**src/rtl/m68k_bus_sequencer.sv**
```systemverilog
// 68000 asynchronous bus sequencer: strobe sync, region decode, wait states, DTACK/BERR.
// Define M68K_BUS_WATCHDOG_EN to end unmapped or stalled cycles with BERR.
module m68k_bus_sequencer #(
    parameter int WAIT_ROM = 2,
    parameter int WAIT_RAM = 0,
    parameter int TIMEOUT  = 255
) (
    input  logic        clk_sys,
    input  logic        rst,
    input  logic        as_n,
    input  logic        uds_n,
    input  logic        lds_n,
    input  logic        rw,
    input  logic [23:0] addr,
    input  logic        dev_ready,
    output logic        dtack_n,
    output logic        berr_n,
    output logic [1:0]  dev_sel,
    output logic        dev_req,
    output logic        dev_we,
    output logic [1:0]  dev_be,
    output logic [22:0] dev_addr,
    output logic        data_oe
);
    typedef enum logic [2:0] {S_IDLE, S_DECODE, S_WAIT, S_ACK, S_ERR} state_t;

    localparam logic [1:0] SEL_NONE = 2'd0;
    localparam logic [1:0] SEL_ROM  = 2'd1;
    localparam logic [1:0] SEL_RAM  = 2'd2;
    localparam logic [1:0] SEL_IO   = 2'd3;
    localparam logic [7:0] WAIT_ROM_L = 8'(WAIT_ROM);
    localparam logic [7:0] WAIT_RAM_L = 8'(WAIT_RAM);
`ifdef M68K_BUS_WATCHDOG_EN
    localparam bit WD_EN = 1'b1;
`else
    localparam bit WD_EN = 1'b0;
`endif

    function automatic logic [1:0] region(input logic [3:0] hi);
        case (hi)
            4'h0:    return SEL_ROM;
            4'h1:    return SEL_RAM;
            4'hF:    return SEL_IO;
            default: return SEL_NONE;
        endcase
    endfunction

    state_t      state_q, state_d;
    logic [3:0]  sync1_q, sync2_q;   // {as_n, uds_n, lds_n, rw}
    logic [1:0]  vld_q;
    logic        as_prev_q;
    logic        armed_q, armed_d;
    logic [22:0] addr_q, addr_d;
    logic [7:0]  wait_q, wait_d;
    logic [1:0]  dev_sel_q, dev_sel_d;
    logic        dev_we_q, dev_we_d;
    logic [1:0]  dev_be_q, dev_be_d;
    logic [22:0] dev_addr_q, dev_addr_d;
    logic        dev_req_q, dev_req_d;
    logic        dtack_n_q, dtack_n_d;
    logic        data_oe_q, data_oe_d;
    logic        timeout;
    logic        unused_a0;

    wire as_s   = sync2_q[3];
    wire uds_s  = sync2_q[2];
    wire lds_s  = sync2_q[1];
    wire rw_s   = sync2_q[0];
    wire as_vld = vld_q[1];
    wire as_edge = !as_s && as_prev_q;

    assign unused_a0 = addr[0];

`ifdef M68K_BUS_WATCHDOG_EN
    localparam logic [7:0] TMO_LIM = 8'(TIMEOUT - 1);
    logic [7:0] tmo_q, tmo_d;
    logic       berr_n_q, berr_n_d;

    // Counts cycles since DECODE (zero while IDLE), saturating at all-ones.
    always_comb begin
        tmo_d = tmo_q;
        if (state_q == S_IDLE)
            tmo_d = 8'd0;
        else if (tmo_q != 8'hFF)
            tmo_d = tmo_q + 8'd1;
        berr_n_d = (state_d != S_ERR);
    end

    always_ff @(posedge clk_sys) begin
        if (rst) begin
            tmo_q    <= 8'd0;
            berr_n_q <= 1'b1;
        end else begin
            tmo_q    <= tmo_d;
            berr_n_q <= berr_n_d;
        end
    end

    assign timeout = (tmo_q >= TMO_LIM);
    assign berr_n  = berr_n_q;
`else
    assign timeout = 1'b0;
    assign berr_n  = 1'b1;
`endif

    always_comb begin
        state_d    = state_q;
        armed_d    = armed_q;
        addr_d     = as_edge ? addr[23:1] : addr_q;
        wait_d     = wait_q;
        dev_sel_d  = dev_sel_q;
        dev_we_d   = dev_we_q;
        dev_be_d   = dev_be_q;
        dev_addr_d = dev_addr_q;
        dev_req_d  = 1'b0;
        // A new cycle is only accepted after AS has been seen high since the last one.
        if (as_vld && as_s)
            armed_d = 1'b1;
        case (state_q)
            S_IDLE: begin
                if (armed_q && !as_s && (rw_s || !uds_s || !lds_s)) begin
                    state_d    = S_DECODE;
                    armed_d    = 1'b0;
                    dev_sel_d  = region(addr_d[22:19]);
                    dev_we_d   = !rw_s;
                    dev_be_d   = {!uds_s, !lds_s};
                    dev_addr_d = addr_d;
                    dev_req_d  = (dev_sel_d != SEL_NONE);
                end
            end
            S_DECODE: begin
                wait_d = (dev_sel_q == SEL_ROM) ? WAIT_ROM_L : WAIT_RAM_L;
                if (as_s)
                    state_d = S_IDLE;
                else if (dev_sel_q == SEL_NONE)
                    state_d = WD_EN ? S_ERR : S_ACK;
                else if (dev_sel_q == SEL_IO || wait_d != 8'd0)
                    state_d = S_WAIT;
                else
                    state_d = S_ACK;
            end
            S_WAIT: begin
                if (dev_sel_q != SEL_IO)
                    wait_d = wait_q - 8'd1;
                if (as_s)
                    state_d = S_IDLE;
                else if ((dev_sel_q == SEL_IO) ? dev_ready : (wait_d == 8'd0))
                    state_d = S_ACK;
                else if (timeout)
                    state_d = S_ERR;
            end
            S_ACK, S_ERR: begin
                if (as_s)
                    state_d = S_IDLE;
            end
            default: state_d = S_IDLE;
        endcase
        if (state_d == S_IDLE) begin
            dev_sel_d  = SEL_NONE;
            dev_we_d   = 1'b0;
            dev_be_d   = 2'b00;
            dev_addr_d = 23'd0;
        end
        dtack_n_d = (state_d != S_ACK);
        data_oe_d = (state_d == S_ACK) && !dev_we_d && (dev_sel_d != SEL_NONE);
    end

    always_ff @(posedge clk_sys) begin
        if (rst) begin
            sync1_q    <= 4'b1111;
            sync2_q    <= 4'b1111;
            vld_q      <= 2'b00;
            as_prev_q  <= 1'b1;
            armed_q    <= 1'b0;
            addr_q     <= 23'd0;
            state_q    <= S_IDLE;
            wait_q     <= 8'd0;
            dev_sel_q  <= SEL_NONE;
            dev_we_q   <= 1'b0;
            dev_be_q   <= 2'b00;
            dev_addr_q <= 23'd0;
            dev_req_q  <= 1'b0;
            dtack_n_q  <= 1'b1;
            data_oe_q  <= 1'b0;
        end else begin
            sync1_q    <= {as_n, uds_n, lds_n, rw};
            sync2_q    <= sync1_q;
            vld_q      <= {vld_q[0], 1'b1};
            as_prev_q  <= as_s;
            armed_q    <= armed_d;
            addr_q     <= addr_d;
            state_q    <= state_d;
            wait_q     <= wait_d;
            dev_sel_q  <= dev_sel_d;
            dev_we_q   <= dev_we_d;
            dev_be_q   <= dev_be_d;
            dev_addr_q <= dev_addr_d;
            dev_req_q  <= dev_req_d;
            dtack_n_q  <= dtack_n_d;
            data_oe_q  <= data_oe_d;
        end
    end

    assign dtack_n  = dtack_n_q;
    assign dev_sel  = dev_sel_q;
    assign dev_req  = dev_req_q;
    assign dev_we   = dev_we_q;
    assign dev_be   = dev_be_q;
    assign dev_addr = dev_addr_q;
    assign data_oe  = data_oe_q;

endmodule

```
**config.mk**
```make
export PLATFORM = sky130hd
export DESIGN_NAME = m68k_bus_sequencer
export DESIGN_NICKNAME = d
export VERILOG_FILES = /design/src/rtl/m68k_bus_sequencer.sv
export SDC_FILE = /design/constraint.sdc
export NUM_CORES = 1
export LEC_CHECK = 0
export BUFFER_PORTS_ARGS = -buffer_cell sky130_fd_sc_hd__clkbuf_2
export CORE_UTILIZATION = 36
export CTS_BUF_LIST = sky130_fd_sc_hd__clkbuf_8 sky130_fd_sc_hd__clkbuf_16
export CTS_CLUSTER_DIAMETER = 200
export CTS_CLUSTER_SIZE = 16
export DETAILED_ROUTE_END_ITERATION = 7
export GPL_TIMING_DRIVEN = 0
export SLEW_MARGIN = 10
export SYNTH_ARGS = -nofsm -noshare
export SYNTH_HDL_FRONTEND = slang
export SYNTH_SLANG_ARGS = --single-unit
```
**constraint.sdc**
```tcl
create_clock -name clk_sys -period 1.7 [get_ports clk_sys]
set_clock_uncertainty 0.1 [all_clocks]
set_input_delay 0.17 -clock clk_sys [delete_from_list [all_inputs] [get_ports clk_sys]]
set_output_delay 0.17 -clock clk_sys [all_outputs]
set_load 0.01 [all_outputs]
```
==> metrics.md, run 1 <==
| Metric | Value |
|---|---|
| Max Cap Violations | `0` |
| Post-Synthesis Cells | `301` |
| Synth top area share | `50.4%` |
| Vias per cell | `between 4 and 5` |
| Initial antenna violation count | `0` |
| Initial core utilization | `37.2%` |
| Pins Over Slew Limit | `0` |
| Num rows | `33` |
| Die Y | `roughly 94 um` |
| FMAX | `about 0.51 GHz` |
| Level count of the clock H-tree | `3` |
| Tot Pwr | `~0.0033 W` |
| GRT Total Usage | `between 10% and 20%` |
| FF-to-FF End | `data_oe` |
| Clock root cell | `clkbuf_8` |
| Vias in the first global route | `2382` |
| Area leader, netlist | `dfxtp_1` |
| Commonest non-fill, non-tap cell in the layout | `dfxtp_1` |
| Post-synthesis sequential area ratio | `50.4%` |
| Final worst slack | `-0.246 ns` |
| Fin crit period | `1.95 ns` |
| Worst-margin pin slew | `0.577 ns` |
| CTS Buffer Depth | `2` |
| RSZ-0062 raised after global routing | `yes` |
| CP Class | `reg -> reg` |
| Hpwl dp | `4.69 mm` |
| Routability cong. | `0.777` |
| #FFs+latches synth | `between 70 and 80` |
| Number of flops mapped to enable cells by yosys | `0` |
| Synthesis-to-finish area growth | `37.9%` |
| FF-to-FF Start | `wait_q[0]` |
| Hold path depth | `3` |
| ANT cells | `0` |
| Routed vias | `2530` |
| TritonCTS clock tree | `done` |
| Final ANT Viol Nets | `0` |
| DRT Pass-1 Iters | `4` |
| Grt ovf | `0` |
| Core area | `8220 sq um` |
| Top post-synthesis cells by area | `dfxtp_1 50%, mux2i_1 8.2%, nor2_1 8.0%, a211oi_2 7.0%, a211oi_1 2.2%` |
| Worst min path class | `in -> reg` |
| Post-synth ARST share | `0%` |
| Relative slew margins | `61.5%` |
| Post-synthesis mux area share | `8.55%` |
| Adder-cell share of the synthesized area | `0.409%` |
| Syn_area_per_cell | `between 10 and 15 sq um` |
| CP max stage cell | `or4b_4` |
| Startpoint class of the critical path | `flip-flop` |
| Final Hold Viols | `0` |
| Synth Net Count | `about 330` |
| P_leak | `approximately 1.7 nW` |
| Crit path cell chain | `inv_4 > ha_4 > or4b_4 > nor4_4 > a31oi_2 > nor3b_2` |
| IO Port Bufs | `59` |
| Path depth of the worst reg2reg path | `6` |
| Setup violations, final | `13` |
| Clk sinks | `77` |
| Final Core Density | `51.3%` |
| Detailed-route wire length | `around 7.3 mm` |
| Fraction of layout cells with a size suffix above 1 | `between 40 and 50%` |
| Num CTS Buffers | `9` |
| Compound-Gate Fraction of Synth Area | `approximately 17%` |
| Worst-path clk slew | `0.08 ns` |
| Post-Synth Simple-Gate Area | `approximately 18%` |
| Final Cycle Share | `114%` |
| Synth cell types | `43` |
| Pin count of the biggest net entering global routing | `14` |
| CP arrival | `2.11 ns` |
| Critical path data required time | `between 1.5 and 2 ns` |
| WL/cell | `14.4 um` |
| Post-synthesis cell area | `around 3000 sq um` |
| Clock Latency Late Sink | `between 0.3 and 0.4 ns` |
| Violated checks | `negative setup slack` |
| Die X | `94.2 um` |
| Worst-path fanout max | `3` |
| Die Footprint | `8870 sq um` |
| Final net count | `432` |
| Slowest stage delay, CP | `0.47 ns` |
| Global-route wire length before repair | `11.4 mm` |
| Ports | `63` |
| Worst R2R Setup Slack | `-0.25 ns` |
| DRT iter0 DRCs | `just over 100` |
| Crit path capture type | `flip-flop` |
| Critical Path Start | `wait_q[0]` |
| Largest family of logic cells by synthesized area | `simple AND/OR/NAND/NOR gates` |
| Peak supply drop | `0.426 mV` |
| Run status | `finished, violations left` |
| Ys Warns | `0` |
| CP endpoint | `data_oe` |
| Power Dens Cells | `774 nW/um^2` |
| Post-Synth XOR/XNOR Area | `0.859%` |
| Drt drc | `0` |
| Commonest register cell after synthesis | `dfxtp_1` |
| Commonest cells after routing, fill and taps aside | `69 x dfxtp_1, 62 x nor2_1, 59 x clkbuf_2` |
## cells in the mapped netlist, drive strengths merged, types with 3 or more instances
library cell and n:
inv 3, a31oi 5, buf 14, clkbuf 6, or2 10, nor2b 4, nand2 14, a21oi 8
a211oi 26, a311oi 6, dfxtp 77, mux2i 25, nor2 65, o21ai 3, nor3 6
## critical path, delay by kind of cell (launching register included)
kind | cells | cell delay, ns
fa+ha+maj | 1 | 0.25
flops | 1 | 0.36
buf+inv | 1 | 0.04
simple gates | 3 | 0.95
compound gates | 1 | 0.16
## through the flow
stage	setup WS [ns]	hold slack, ns	cells	cell area (sq um)	TNS (ns)
2_1_floorplan	-0.125	0.174	301	3070	-0.199
3_3_place_gp	-0.262	0.252	465	3500	-4.58
3_5_place_dp	-0.267	0.255	465	3500	-5.40
4_1_cts	-0.202	0.00185	504	4050	-0.733
5_1_grt	-0.330	0.000894	509	4220	-2.51
6_report	-0.246	0.00708	509	4220	-0.962
## cells by family (layout without fill, tap and decap cells)
kind of cell / Yosys count / count (layout)
xor gates and xnor gates: 3 / 3
and+or+nand+nor: 115 / 115
adders and majority gates: 1 / 1
DFF: 77 / 77
muxes: 26 / 26
AOI/OAI and AO/OA: 55 / 55
buffers and inverters: 23 / 126
other: 1 / 1
## how the worst min path moves through the flow
stage                   from    endpoint  slack [ns]
finish              addr[19]  addr_q[18]       0.007
global route        addr[13]  addr_q[12]      0.0009
CTS                 addr[13]  addr_q[12]       0.002
detailed placement      as_n  sync1_q[3]        0.26
global placement       uds_n  sync1_q[2]        0.25
floorplan                 rw  sync1_q[0]        0.17
## layer usage
layer	global-route usage (%)	wire length, um	vias to the layer above
met5	0	0	-
met3	3.96	372	15
met2	26.2	3300	63
met1	22.2	3510	1197
li1	-	-	1255
met4	6.54	140	0
## timing repair
item,CTS,global route
buffers inserted,13,9
endpoints found under the setup margin,55,55
pin swaps,29,11
resized for setup,34,39
hold buffers,9,0
endpoints found under the hold margin,9,0
gates cloned,2,0
## layout make-up
cell class	count	area [sq um]
fill	761	4000
tap	105	131
clock buffer	9	124
sequential	77	1560
inverter	3	13.8
multi-input combinational	201	1590
timing repair buffer	90	603
clock inverter	6	40.0
buffer	18	158
## report_power, final
group	internal [W]	switching [W]	leakage, nW	total (W)
Sequential	0.00183	0.0000166	0.629	0.00185
Combinational	0.000108	0.000114	0.996	0.000223
Clock	0.000521	0.000672	0.0852	0.00119
Total	0.00246	0.000803	1.71	0.00327
## state kept, by name (all words and copies together), names as in the netlist, 2 cells and up
register	count
dev_be	2
sync1_q	4
dev_addr	23
dev_sel	2
state_q	3
sync2_q	4
vld_q	2
wait_q	8
addr_q	23
(Power assumes the default switching activity.)
==> run 2, diff against run 1 <==
--- a/config.mk
+++ b/config.mk
@@ -6,12 +6,15 @@
 export NUM_CORES = 1
 export LEC_CHECK = 0
 export BUFFER_PORTS_ARGS = -buffer_cell sky130_fd_sc_hd__clkbuf_2
+export CELL_PAD_IN_SITES_DETAIL_PLACEMENT = 1
+export CELL_PAD_IN_SITES_GLOBAL_PLACEMENT = 1
 export CORE_UTILIZATION = 36
 export CTS_BUF_LIST = sky130_fd_sc_hd__clkbuf_8 sky130_fd_sc_hd__clkbuf_16
 export CTS_CLUSTER_DIAMETER = 200
 export CTS_CLUSTER_SIZE = 16
 export DETAILED_ROUTE_END_ITERATION = 7
 export GPL_TIMING_DRIVEN = 0
+export PLACE_DENSITY = 0.76
 export SLEW_MARGIN = 10
 export SYNTH_ARGS = -nofsm -noshare
 export SYNTH_HDL_FRONTEND = slang
==> constraint.sdc (replaced) <==
create_clock -name clk_sys -period 2.31 [get_ports clk_sys]
set_clock_uncertainty 0.1 [all_clocks]
set_input_delay 0.231 -clock clk_sys [delete_from_list [all_inputs] [get_ports clk_sys]]
set_output_delay 0.231 -clock clk_sys [all_outputs]
set_load 0.01 [all_outputs]
==> metrics.md, run 2 (synthesis gave the netlist of run 1 again) <==
| Metric | Value |
|---|---|
| Run status | `completed` |
| DRT iter0 DRCs | `77 (-25%)` |
| Post-cts sizing count | `0 (-100%)` |
| Pins Over Slew Limit | `0 (unchanged)` |
| Pin count of the biggest net entering global routing | `15 (+1)` |
| Die X | `94.2 um (unchanged)` |
| P_leak | `1.57 nW (-8.0%)` |
| Num CTS Buffers | `9 (unchanged)` |
| Drt drc | `0 (unchanged)` |
| Final Cycle Share | `88.1% (-26 points)` |
| Slowest stage delay, CP | `0.43 ns (-0.04 ns)` |
| Hold path depth | `3 (unchanged)` |
| TritonCTS clock tree | `done` |
| Fin crit period | `2.04 ns (+0.0890 ns)` |
| HP Start | `addr[5]` |
| Peak supply drop | `0.296 mV (-30%)` |
| Worst-path clk slew | `0.08 ns (about the same)` |
| FF+latch area | `1540 sq um (-0.96%)` |
| Path depth of the worst reg2reg path | `6 (unchanged)` |
| Final Hold Viols | `0 (unchanged)` |
| Setup violations, final | `0 (-13)` |
| Place WS | `0.281 ns (+0.547 ns)` |
| Final net count | `407 (-5.8%)` |
| Routability cong. | `0.768 (-1.1%)` |
| Core area | `8220 sq um (unchanged)` |
| CTS Hold Bufs | `4 (-5)` |
| Crit path buffers/inverters | `1 (unchanged)` |
| Vias in the first global route | `2670 (+12%)` |
| Worst path depth | `6 (unchanged)` |
| Post-CTS setup buffer count | `0 (-13)` |
| Final ANT Viol Nets | `0 (unchanged)` |
| Initial antenna violation count | `0 (unchanged)` |
| CP arrival | `2.17 ns (+0.06 ns)` |
| Critical Path Start | `wait_q[0]` |
| CP Class | `reg -> reg` |
| Worst-path fanout max | `3 (unchanged)` |
| Crit path cell chain | `inv_1 > ha_1 > or4b_1 > nor4_1 > a31oi_1 > nand2b_1` |
| Clock Latency Late Sink | `0.35 ns (about the same)` |
| Total negative slack | `0 ns (+0.962 ns)` |
| Commonest cells after routing, fill and taps aside | `77 x dfxtp_1, 65 x nor2_1, 59 x clkbuf_2` |
| WL/cell | `16.0 um (+11%)` |
| Area of the multi-input gates | `1380 sq um (-13%)` |
| Detailed-route wire length | `7.74 mm (+5.8%)` |
| FF-to-FF Start | `wait_q[0]` |
| GRT Total Usage | `18.8% (+2.0 points)` |
| Synthesis-to-finish area growth | `22.5%` |
| Ports | `63 (unchanged)` |
| Max Cap Violations | `0 (unchanged)` |
| Critical path data required time | `2.44 ns (+0.57 ns)` |
| Cell family with most CP delay | `simple AND/OR/NAND/NOR gates` |
| Final worst slack | `0.275 ns (+0.521 ns)` |
| Grt ovf | `0 (unchanged)` |
| RSZ-0062 raised after global routing | `no` |
| Fraction of layout cells with a size suffix above 1 | `32.9% (-12 points)` |
| Startpoint class of the critical path | `flip-flop` |
| Crit path capture type | `flip-flop` |
| DRT Pass-1 Iters | `6 (+2)` |
| Commonest non-fill, non-tap cell in the layout | `dfxtp_1` |
| Power Dens Cells | `703 nW/um^2 (-9.2%)` |
| FMAX | `0.491 GHz (-4.4%)` |
| Hpwl dp | `5.72 mm (+22%)` |
| Die Footprint | `8870 sq um (unchanged)` |
| Relative slew margins | `55.9% (-5.6 points)` |
| Routed vias | `2487 (-1.7%)` |
| ANT cells | `0 (unchanged)` |
| CP max stage cell | `or4b_1` |
| Die Y | `94.2 um (unchanged)` |
| CTS Buffer Depth | `2 (unchanged)` |
| Clock root cell | `clkbuf_8` |
| Clk sinks | `77 (unchanged)` |
| Num rows | `33 (unchanged)` |
| Fill cells | `970 (+27%)` |
| Vias per cell | `5.13 (+3.2%)` |
| Initial core utilization | `37.2% (unchanged)` |
| Global-route wire length before repair | `12.6 mm (+11%)` |
| Worst min path class | `in -> reg` |
| Level count of the clock H-tree | `3 (unchanged)` |
| IO Port Bufs | `59 (unchanged)` |
| Worst-margin pin slew | `0.656 ns (+0.0786 ns)` |
[run 2: cell count changes in the layout (fill, tap and decap cells not counted), sizes merged]
cell / change
buf: -19
bufinv: +2
clkbuf: -1
clkinv: -1
clkinvlp: -1
dlygate4sd3: -5
inv: +1
[run 2: final timing paths]
check	endpoint	slack (ns)
max reg2reg	dtack_n	0.27
min reg2reg	sync2_q[2]	0.31
max	dtack_n	0.27
min	addr_q[4]	0.05
[run 2: layout make-up]
type,count,share of cell area (%)
clock inverter,7,2.57
clock buffer,9,3.31
sequential,77,41.1
inverter,3,0.301
tap,105,3.51
buffer,20,3.37
timing repair buffer,63,8.95
multi-input combinational,201,36.8
[run 2: power breakdown]
group          switching, W  internal, W
registers         0.0000117      0.00135
logic             0.0000780    0.0000606
clock network      0.000517     0.000614
[run 2: per-stage QoR]
stage / cell area, sq um / instances / hold slack (ns) / util (%) / total power, W
2_1_floorplan: 3060 / 301 / 0.235 / - / 0.00147
3_3_place_gp: 3490 / 465 / 0.293 / 42.4 / 0.00152
3_5_place_dp: 3490 / 465 / 0.296 / 42.4 / 0.00153
4_1_cts: 3750 / 485 / 0.0398 / 45.6 / 0.00267
5_1_grt: 3750 / 485 / 0.0641 / 45.6 / 0.00273
6_report: 3750 / 485 / 0.0530 / 45.6 / 0.00263
[run 2: routing by layer]
| layer | wire length (um) | GRT usage (%) |
|---|---|---|
| met1 | 3380 | 22.0 |
| met2 | 3910 | 32.3 |
| met3 | 305 | 4.94 |
| met4 | 153 | 7.44 |
| met5 | 0 | 0 |
[run 2: worst reg2reg max path, delay by kind of cell, from the launching register on]
family / cells / cell delay [ns]
buffers and inverters: 1 / 0.08
adder cells (fa/ha/maj): 1 / 0.30
flip-flops: 1 / 0.37
AND/OR/NAND/NOR: 3 / 0.88
AO/OA/AOI/OAI: 1 / 0.19
